`config.mk`:
```
export PLATFORM = sky130hd
export DESIGN_NAME = wb_intercon
export DESIGN_NICKNAME = d
export VERILOG_FILES = /design/src/rtl/wb_pkg.sv /design/src/rtl/wb_addr_match.sv /design/src/rtl/wb_intercon.sv
export SDC_FILE = /design/constraint.sdc
export NUM_CORES = 1
export LEC_CHECK = 0
export BUFFER_PORTS_ARGS = -buffer_cell sky130_fd_sc_hd__buf_4
export CAP_MARGIN = 20
export CORE_UTILIZATION = 37
export CTS_CLUSTER_DIAMETER = 50
export DETAILED_ROUTE_END_ITERATION = 8
export PLACE_DENSITY_LB_ADDON = 0.3
export SYNTH_ARGS = -nofsm -noshare
export SYNTH_HDL_FRONTEND = slang
export SYNTH_HIERARCHICAL = 1
export SYNTH_SLANG_ARGS = --single-unit
export TNS_END_PERCENT = 100
```
`constraint.sdc`:
```
create_clock -name clk_i -period 4.7 [get_ports clk_i]
set_input_delay 0.47 -clock clk_i [delete_from_list [all_inputs] [get_ports clk_i]]
set_output_delay 0.47 -clock clk_i [all_outputs]
set_load 0.1 [all_outputs]
```
`src/rtl/wb_pkg.sv`:
```
// Shared types, constants and helpers for the Wishbone single-master interconnect.
package wb_pkg;

  typedef enum logic [1:0] {
    IDLE   = 2'd0,
    ACTIVE = 2'd1,
    RESP   = 2'd2
  } state_e;

  localparam int DEFAULT_TIMEOUT = 255;
  localparam int ERR_CNT_W       = 8;

  function automatic int idx_width(input int n);
    return (n > 1) ? $clog2(n) : 1;
  endfunction

  function automatic logic [ERR_CNT_W-1:0] sat_inc(input logic [ERR_CNT_W-1:0] v);
    return (v == {ERR_CNT_W{1'b1}}) ? v : v + ERR_CNT_W'(1);
  endfunction

endpackage

```
`src/rtl/wb_addr_match.sv`:
```
// Combinational address decoder: reports whether any slave window matches and
// which slave owns the address, with the lowest index winning on overlap.
module wb_addr_match
  import wb_pkg::*;
#(
  parameter int                 NSLV     = 4,
  parameter int                 AW       = 30,
  parameter logic [NSLV*AW-1:0] SLV_BASE = '0,
  parameter logic [NSLV*AW-1:0] SLV_MASK = '0,
  parameter int                 IW       = idx_width(NSLV)
) (
  input  logic [AW-1:0] adr_i,
  output logic          hit_o,
  output logic [IW-1:0] idx_o
);

  // Scanning from the top down lets lower-indexed matches overwrite higher ones.
  always_comb begin
    hit_o = 1'b0;
    idx_o = '0;
    for (int i = NSLV - 1; i >= 0; i--) begin
      if ((adr_i & SLV_MASK[i*AW +: AW]) == (SLV_BASE[i*AW +: AW] & SLV_MASK[i*AW +: AW])) begin
        hit_o = 1'b1;
        idx_o = IW'(i);
      end
    end
  end

endmodule

```
`src/rtl/wb_intercon.sv`:
```
// Single-master, NSLV-slave Wishbone interconnect with registered request path,
// decode-miss and timeout error responses, and a sticky error address/counter.
module wb_intercon
  import wb_pkg::*;
#(
  parameter int                 NSLV     = 4,
  parameter int                 AW       = 30,
  parameter int                 DW       = 32,
  parameter logic [NSLV*AW-1:0] SLV_BASE = '0,
  parameter logic [NSLV*AW-1:0] SLV_MASK = '0,
  parameter int                 TIMEOUT  = DEFAULT_TIMEOUT
) (
  input  logic                 clk_i,
  input  logic                 rst_i,

  input  logic                 m_cyc_i,
  input  logic                 m_stb_i,
  input  logic                 m_we_i,
  input  logic [DW/8-1:0]      m_sel_i,
  input  logic [AW-1:0]        m_adr_i,
  input  logic [DW-1:0]        m_dat_i,

  output logic                 m_ack_o,
  output logic                 m_err_o,
  output logic [DW-1:0]        m_dat_o,

  output logic [NSLV-1:0]      s_cyc_o,
  output logic [NSLV-1:0]      s_stb_o,
  output logic                 s_we_o,
  output logic [DW/8-1:0]      s_sel_o,
  output logic [AW-1:0]        s_adr_o,
  output logic [DW-1:0]        s_dat_o,

  input  logic [NSLV-1:0]      s_ack_i,
  input  logic [NSLV*DW-1:0]   s_dat_i,

  output logic [AW-1:0]        err_adr_o,
  output logic [ERR_CNT_W-1:0] err_cnt_o
);

  localparam int                IW        = idx_width(NSLV);
  localparam int                CNT_W     = (TIMEOUT > 0) ? $clog2(TIMEOUT + 1) : 1;
  localparam logic [CNT_W-1:0]  TIMEOUT_C = CNT_W'(TIMEOUT);

  state_e                 state_q,   state_d;
  logic [IW-1:0]          idx_q,     idx_d;
  logic [AW-1:0]          adr_q,     adr_d;
  logic                   we_q,      we_d;
  logic [DW/8-1:0]        sel_q,     sel_d;
  logic [DW-1:0]          dat_q,     dat_d;
  logic [NSLV-1:0]        stb_q,     stb_d;
  logic [CNT_W-1:0]       cnt_q,     cnt_d;
  logic                   m_ack_q,   m_ack_d;
  logic                   m_err_q,   m_err_d;
  logic [DW-1:0]          m_dat_q,   m_dat_d;
  logic [AW-1:0]          err_adr_q, err_adr_d;
  logic [ERR_CNT_W-1:0]   err_cnt_q, err_cnt_d;

  logic                   match_hit;
  logic [IW-1:0]          match_idx;
  logic                   sel_ack;
  logic [DW-1:0]          sel_dat;

  wb_addr_match #(
    .NSLV     (NSLV),
    .AW       (AW),
    .SLV_BASE (SLV_BASE),
    .SLV_MASK (SLV_MASK),
    .IW       (IW)
  ) u_match (
    .adr_i (m_adr_i),
    .hit_o (match_hit),
    .idx_o (match_idx)
  );

  // Only the slave we actually strobed may complete the cycle.
  always_comb begin
    sel_ack = 1'b0;
    sel_dat = '0;
    for (int i = 0; i < NSLV; i++) begin
      if (idx_q == IW'(i)) begin
        sel_ack = s_ack_i[i];
        sel_dat = s_dat_i[i*DW +: DW];
      end
    end
  end

  always_comb begin
    state_d   = state_q;
    idx_d     = idx_q;
    adr_d     = adr_q;
    we_d      = we_q;
    sel_d     = sel_q;
    dat_d     = dat_q;
    stb_d     = stb_q;
    cnt_d     = cnt_q;
    m_ack_d   = 1'b0;
    m_err_d   = 1'b0;
    m_dat_d   = m_dat_q;
    err_adr_d = err_adr_q;
    err_cnt_d = err_cnt_q;

    unique case (state_q)
      IDLE: begin
        if (m_cyc_i && m_stb_i) begin
          adr_d = m_adr_i;
          we_d  = m_we_i;
          sel_d = m_sel_i;
          dat_d = m_dat_i;
          if (match_hit) begin
            idx_d = match_idx;
            cnt_d = '0;
            for (int i = 0; i < NSLV; i++) begin
              stb_d[i] = (match_idx == IW'(i));
            end
            state_d = ACTIVE;
          end else begin
            m_err_d   = 1'b1;
            err_adr_d = m_adr_i;
            err_cnt_d = sat_inc(err_cnt_q);
            state_d   = RESP;
          end
        end
      end

      // An abandoned cycle returns silently; a real ack beats a coincident timeout.
      ACTIVE: begin
        if (!m_cyc_i) begin
          stb_d   = '0;
          state_d = IDLE;
        end else if (sel_ack) begin
          stb_d   = '0;
          m_ack_d = 1'b1;
          m_dat_d = sel_dat;
          state_d = RESP;
        end else if ((TIMEOUT != 0) && (cnt_q == TIMEOUT_C)) begin
          stb_d     = '0;
          m_err_d   = 1'b1;
          err_adr_d = adr_q;
          err_cnt_d = sat_inc(err_cnt_q);
          state_d   = RESP;
        end else begin
          cnt_d = cnt_q + CNT_W'(1);
        end
      end

      RESP: begin
        state_d = IDLE;
      end

      default: begin
        stb_d   = '0;
        state_d = IDLE;
      end
    endcase
  end

  always_ff @(posedge clk_i or posedge rst_i) begin
    if (rst_i) begin
      state_q   <= IDLE;
      idx_q     <= '0;
      adr_q     <= '0;
      we_q      <= 1'b0;
      sel_q     <= '0;
      dat_q     <= '0;
      stb_q     <= '0;
      cnt_q     <= '0;
      m_ack_q   <= 1'b0;
      m_err_q   <= 1'b0;
      m_dat_q   <= '0;
      err_adr_q <= '0;
      err_cnt_q <= '0;
    end else begin
      state_q   <= state_d;
      idx_q     <= idx_d;
      adr_q     <= adr_d;
      we_q      <= we_d;
      sel_q     <= sel_d;
      dat_q     <= dat_d;
      stb_q     <= stb_d;
      cnt_q     <= cnt_d;
      m_ack_q   <= m_ack_d;
      m_err_q   <= m_err_d;
      m_dat_q   <= m_dat_d;
      err_adr_q <= err_adr_d;
      err_cnt_q <= err_cnt_d;
    end
  end

  assign m_ack_o   = m_ack_q;
  assign m_err_o   = m_err_q;
  assign m_dat_o   = m_dat_q;
  assign s_cyc_o   = stb_q;
  assign s_stb_o   = stb_q;
  assign s_we_o    = we_q;
  assign s_sel_o   = sel_q;
  assign s_adr_o   = adr_q;
  assign s_dat_o   = dat_q;
  assign err_adr_o = err_adr_q;
  assign err_cnt_o = err_cnt_q;

endmodule
```
==> qor.yml, run 1 <==
status: "finished clean"
grt_pass1_wl_um: 29200
viasPerCell: 4.82
p_leak_nw: 4.92
final_nets: 1053
start_util: 0.381
final_layout_size_suffix_gt1_frac: 0.628
syn_inst: 509
postRouteAntennaNets: 0
reg2reg_depth: 4
rsz0062_at_grt: "no"
dp_hpwl_um: 14100
yosysWarnings: 6
crit_fanout: 43
clk_pin_slew_ps: 70
cp-end-kind: "register"
crit_arrival_ps: 2840
synth_cell_type_count: 36
final_common_cell: "buf_4"
fillerInstances: 1624
cts_buffer_depth: 2
setup_viol: 0
r2r_slack_ps: 2160
numPortBuffers: 349
fin_util: 0.564
slowest_stage: "and3_2"
synth.cell_area_mm2: 0.00721
critPathBufInv: 1
synth.ff_latch_count: 155
synthArstFlopShare: 1.00
finalClockSkew_ps: 12.2
drtPass1Iterations: 5
synth_edf_count: 0
antenna_cells: 0
drtIter0Drc: 120
vias: 5401
post_cts_buffers: 0
cts_hold_buf: 0
cts_tree: "built"
grt_usage: 0.190
drc: 0
start_kind: "register"
cts_max_level: 4
min_path_type: "in -> async"
grt_max_degree: 60
max-vdd-ir-drop_v: 0.000558
drt-total-wl_um: 19100
clk_latency_ps: 420
fp.coreArea_mm2: 0.0189
power_density_mw_per_mm2: 722
path_cells: "nor2_1 -> and3_2 -> buf_4 -> mux2_2"
tns_ps: 0
min_period_ps: 2540
worstMarginPinSlew_ps: 769
overflow: 0
cts_made_buffers: 17
hold_viol: 0
wl_per_cell_um: 17.0
timing.rr.start: "state_q[0]"
syn_area_per_cell_um2: 14.2
maxCapViolCount: 0
holdWs_ps: 78.2
synth_seq_area_share: 0.538
cts_resized: 0
clock-sinks: 155
slew_violations: 0
area_delta_synth_final_pct: 47.8
mostFrequentLayoutCells: "buf_4, dfrtp_1, mux2_2, nor2_1"
grt_pass1_vias: 5525
fmaxAchievable_mhz: 394
dieArea_mm2: 0.0200
io_pins: 350
ys.flop_type: "dfrtp_1"
root_buffer: "clkbuf_16"
crit_family: "simple AND/OR/NAND/NOR gates"
cpPeakStageDelay_ps: 660
path_class: "reg -> reg"
gp_congestion: 0.742
fp.dieH_um: 142
fp.dieW_um: 142
min_period_over_period: 0.541
r2r-end: "s_dat_o[30]"
relSlewSlack: 0.487
antenna_found_initial: 0
num_rows: 50
crit_required_ps: 5000
-- metrics by stage --
| stage | instance area, um^2 | setup slack, ps | instances | power, mW |
|---|---|---|---|---|
| CTS | 10600 | 2080 | 1120 | 7.76 |
| detailed placement | 10000 | 2090 | 1088 | 6.32 |
| global placement | 10000 | 2140 | 1088 | 6.28 |
| global route | 10700 | 1900 | 1121 | 7.97 |
| finish | 10700 | 2160 | 1121 | 7.69 |
| floorplan | 7210 | 51.8 | 510 | 5.36 |
-- registers in the layout, indices dropped and copies added (netlist names) --
| name | count |
|---|---|
| m_dat_o | 32 |
| s_dat_o | 32 |
| err_adr_o | 30 |
| s_adr_o | 30 |
| cnt_q | 8 |
| err_cnt_o | 8 |
| s_cyc_o | 4 |
| s_sel_o | 4 |
| idx_q | 2 |
| state_q | 2 |
| m_ack_o | 1 |
| m_err_o | 1 |
| s_we_o | 1 |
-- cell families after synthesis --
family	Yosys count	synth area share
adders and majority gates	2	0.00347
DFF	155	0.538
muxes	171	0.314
AOI/OAI and AO/OA	40	0.0356
xor gates and xnor gates	12	0.0146
other	2	0.00104
and+or+nand+nor	84	0.0592
buffers and inverters	43	0.0337
-- where the power goes --
part / leakage [nW] / switching, mW / internal, mW
sequential: 1.86 / 0.231 / 1.71
combinational: 2.77 / 3.31 / 1.02
clock: 0.298 / 0.603 / 0.820
total: 4.92 / 4.15 / 3.54
-- cell usage after synthesis, types with 2 or more instances --
cell | n | area, um^2
a21oi_1 | 32 | 160
and2_1 | 2 | 12.5
and3_1 | 4 | 25.0
buf_2 | 20 | 100
buf_4 | 13 | 97.6
clkbuf_1 | 5 | 18.8
conb_1 | 2 | 7.51
dfrtp_1 | 155 | 3880
ha_1 | 2 | 25.0
inv_1 | 4 | 15.0
mux2_2 | 102 | 1150
mux2_4 | 5 | 75.1
mux2i_1 | 32 | 320
mux4_2 | 32 | 721
nand2_1 | 9 | 33.8
nand3_1 | 4 | 20.0
nand4_1 | 7 | 43.8
nor2_1 | 42 | 158
nor2b_1 | 4 | 25.0
nor4_1 | 6 | 37.5
o21ai_0 | 2 | 10.0
xnor2_1 | 11 | 96.3
-- worst max-delay path by stage --
stage          startpoint  cells after the start  slack, ps            to
5_1_grt          idx_q[0]                      7       1900  err_cnt_o[6]
6_report       state_q[0]                      4       2160   s_dat_o[30]
3_3_place_gp   state_q[0]                      4       2140    s_sel_o[1]
3_5_place_dp     idx_q[0]                      7       2090  err_cnt_o[6]
2_1_floorplan       rst_i                      1         50      cnt_q[0]
4_1_cts          idx_q[0]                      7       2080  err_cnt_o[6]
-- per-layer routing --
metal,global-route usage,part of all wire,up-vias
met1,0.224,0.40,2615
met2,0.315,0.49,230
met5,0,0,-
li1,-,-,2536
met3,0.0759,0.093,20
met4,0.0617,0.019,0
-- cell type report --
type                    count  area (um^2)  area share
multi-input cells         312         3110       0.292
well taps                 260          325      0.0305
clock inverters            14          171      0.0161
inverters                   4         20.0     0.00188
flip-flops and latches    155         3880       0.364
repair buffers            358         2700       0.254
clock buffers              18          439      0.0412
(Power assumes the default switching activity.)
==> run 2, diff against run 1 <==
Clock period 4.7 ns to 2.55 ns, I/O delays scaled along.
==> qor.yml, run 2 (same netlist as run 1, synthesis figures left out) <==
wl_per_cell_um: 17.4  # was 17.0 um
numPortBuffers: 349  # unchanged
clk_latency_ps: 420  # about the same
drtIter0Drc: 142  # was 120
slew_violations: 0  # unchanged
mostFrequentLayoutCells: "buf_4, dfrtp_1, mux2_2, nor2_1"  # unchanged
vias: 5431  # was 5401
grt_pass1_wl_um: 30100  # was 29200 um
antenna_found_initial: 0  # unchanged
worstMarginPinSlew_ps: 774  # was 769 ps
cts_max_level: 4  # unchanged
p_leak_nw: 4.98  # was 4.92 nW
fin_cells: 1126  # was 1121
io_pins: 350  # unchanged
reg2reg_depth: 5  # was 4
fillerInstances: 1634  # was 1624
worstHoldPathCells: 2
rsz0062_at_grt: "no"  # unchanged
cts_tree: "built"  # unchanged
final_layout_size_suffix_gt1_frac: 0.628  # about the same
overflow: 0  # unchanged
root_buffer: "clkbuf_16"  # unchanged
crit_required_ps: 2860  # was 5000 ps
relSlewSlack: 0.483  # was 0.487
power_density_mw_per_mm2: 1320  # was 722 mW/mm^2
dp.cells: 1093  # was 1088
cpPeakStageDelay_ps: 490  # was 660 ps
cts_buffer_depth: 2  # unchanged
dieArea_mm2: 0.0200  # unchanged
fp.dieW_um: 142  # unchanged
finalClockSkew_ps: 11.1  # was 12.2 ps
path_class: "reg -> reg"  # unchanged
status: "finished clean"  # unchanged
grt_pass1_vias: 5659  # was 5525
path_cells: "ha_1 -> nand4_1 -> o22ai_2 -> nor4b_4 -> mux2_2"  # was nor2_1 -> and3_2 -> buf_4 -> mux2_2
min_period_over_period: 0.825  # was 0.541
crit_fanout: 9  # was 43
place_ws_ps: 458  # was 2090 ps
viasPerCell: 4.82  # about the same
hold_viol: 0  # unchanged
fp.dieH_um: 142  # unchanged
dp_hpwl_um: 14800  # was 14100 um
drc: 0  # unchanged
max-vdd-ir-drop_v: 0.000685  # was 0.000558 V
fp.coreArea_mm2: 0.0189  # unchanged
cp-end-kind: "register"  # unchanged
start_kind: "register"  # unchanged
post_cts_buffers: 0  # unchanged
clock-sinks: 155  # unchanged
fmaxAchievable_mhz: 475  # was 394 MHz
antenna_cells: 0  # unchanged
tns_ps: 0  # unchanged
area_delta_synth_final_pct: 50.0  # was 47.8%
final_nets: 1058  # was 1053
grt_usage: 0.197  # was 0.190
min_path_type: "in -> reg"  # was in -> async
gp_congestion: 0.785  # was 0.742
holdWs_ps: 60.6  # was 78.2 ps
clk_pin_slew_ps: 70  # about the same
start_util: 0.381  # unchanged
maxCapViolCount: 0  # unchanged
fin_ws_ps: 445  # was 2160 ps
num_rows: 50  # unchanged
min_period_ps: 2100  # was 2540 ps
drt-total-wl_um: 19600  # was 19100 um
postRouteAntennaNets: 0  # unchanged
crit_family: "simple AND/OR/NAND/NOR gates"  # unchanged
slowest_stage: "nor4b_4"  # was and3_2
cts_made_buffers: 17  # unchanged
final_common_cell: "buf_4"  # unchanged
critPathBufInv: 0  # was 1
drtPass1Iterations: 4  # was 5
grt_max_degree: 58  # was 60
setup_viol: 0  # unchanged
cp.depth: 5  # was 4
crit_arrival_ps: 2410  # was 2840 ps
==> run 2: final cells by class <==
| cell class | instances | area [um^2] | area share |
|---|---|---|---|
| Clock buffer | 18 | 429 | 0.0397 |
| Clock inverter | 14 | 203 | 0.0187 |
| Inverter | 4 | 18.8 | 0.00174 |
| Multi-Input combinational cell | 312 | 3110 | 0.288 |
| Sequential cell | 155 | 3880 | 0.359 |
| Tap cell | 260 | 325 | 0.0301 |
| Timing Repair Buffer | 363 | 2840 | 0.263 |
==> run 2: worst register-to-register path: stages (launching register included) <==
cell and delay [ps]:
dfrtp_1 410, ha_1 240, nand4_1 120, o22ai_2 360
nor4b_4 490, mux2_2 390
==> run 2: where the power goes <==
| part | total, mW | switching [mW] | internal, mW |
|---|---|---|---|
| clock | 2.71 | 1.12 | 1.59 |
| combinational | 8.01 | 6.12 | 1.90 |
| sequential | 3.58 | 0.433 | 3.15 |
==> run 2: through the flow <==
| stage | util | power [mW] | instance area [um^2] |
|---|---|---|---|
| finish | 0.572 | 14.3 | 10800 |
| global route | 0.572 | 14.8 | 10800 |
| CTS | 0.572 | 14.4 | 10800 |
| detailed placement | 0.538 | 11.7 | 10200 |
| global placement | 0.538 | 11.6 | 10200 |
| floorplan | - | 9.88 | 7210 |
==> run 2: final timing paths <==
| path | startpoint | endpoint | slack [ps] |
|---|---|---|---|
| max in group asynchronous | rst_i | err_adr_o[27] | 1360 |
| min in group asynchronous | rst_i | err_adr_o[19] | 550 |
| worst max register to register | cnt_q[0] | err_cnt_o[1] | 450 |
| worst max-delay path | cnt_q[0] | err_cnt_o[1] | 450 |
| worst min-delay path | m_dat_i[5] | s_dat_o[5] | 60 |
| worst min register to register | m_dat_o[25] | m_dat_o[25] | 510 |
==> run 2: what timing repair did <==
item                                   4_1_cts  5_1_grt
endpoints found under the hold margin        3        0
hold buffers                                 1        0
resized for setup                            0        0
==> run 2: metal layers <==
| layer | vias to the layer above | GRT usage | routed length [um] |
|---|---|---|---|
| met5 | - | 0 | 0 |
| met1 | 2657 | 0.227 | 7560 |
| met2 | 223 | 0.337 | 9740 |
| met3 | 18 | 0.0803 | 2000 |
| met4 | 0 | 0.0583 | 256 |
| li1 | 2533 | - | - |
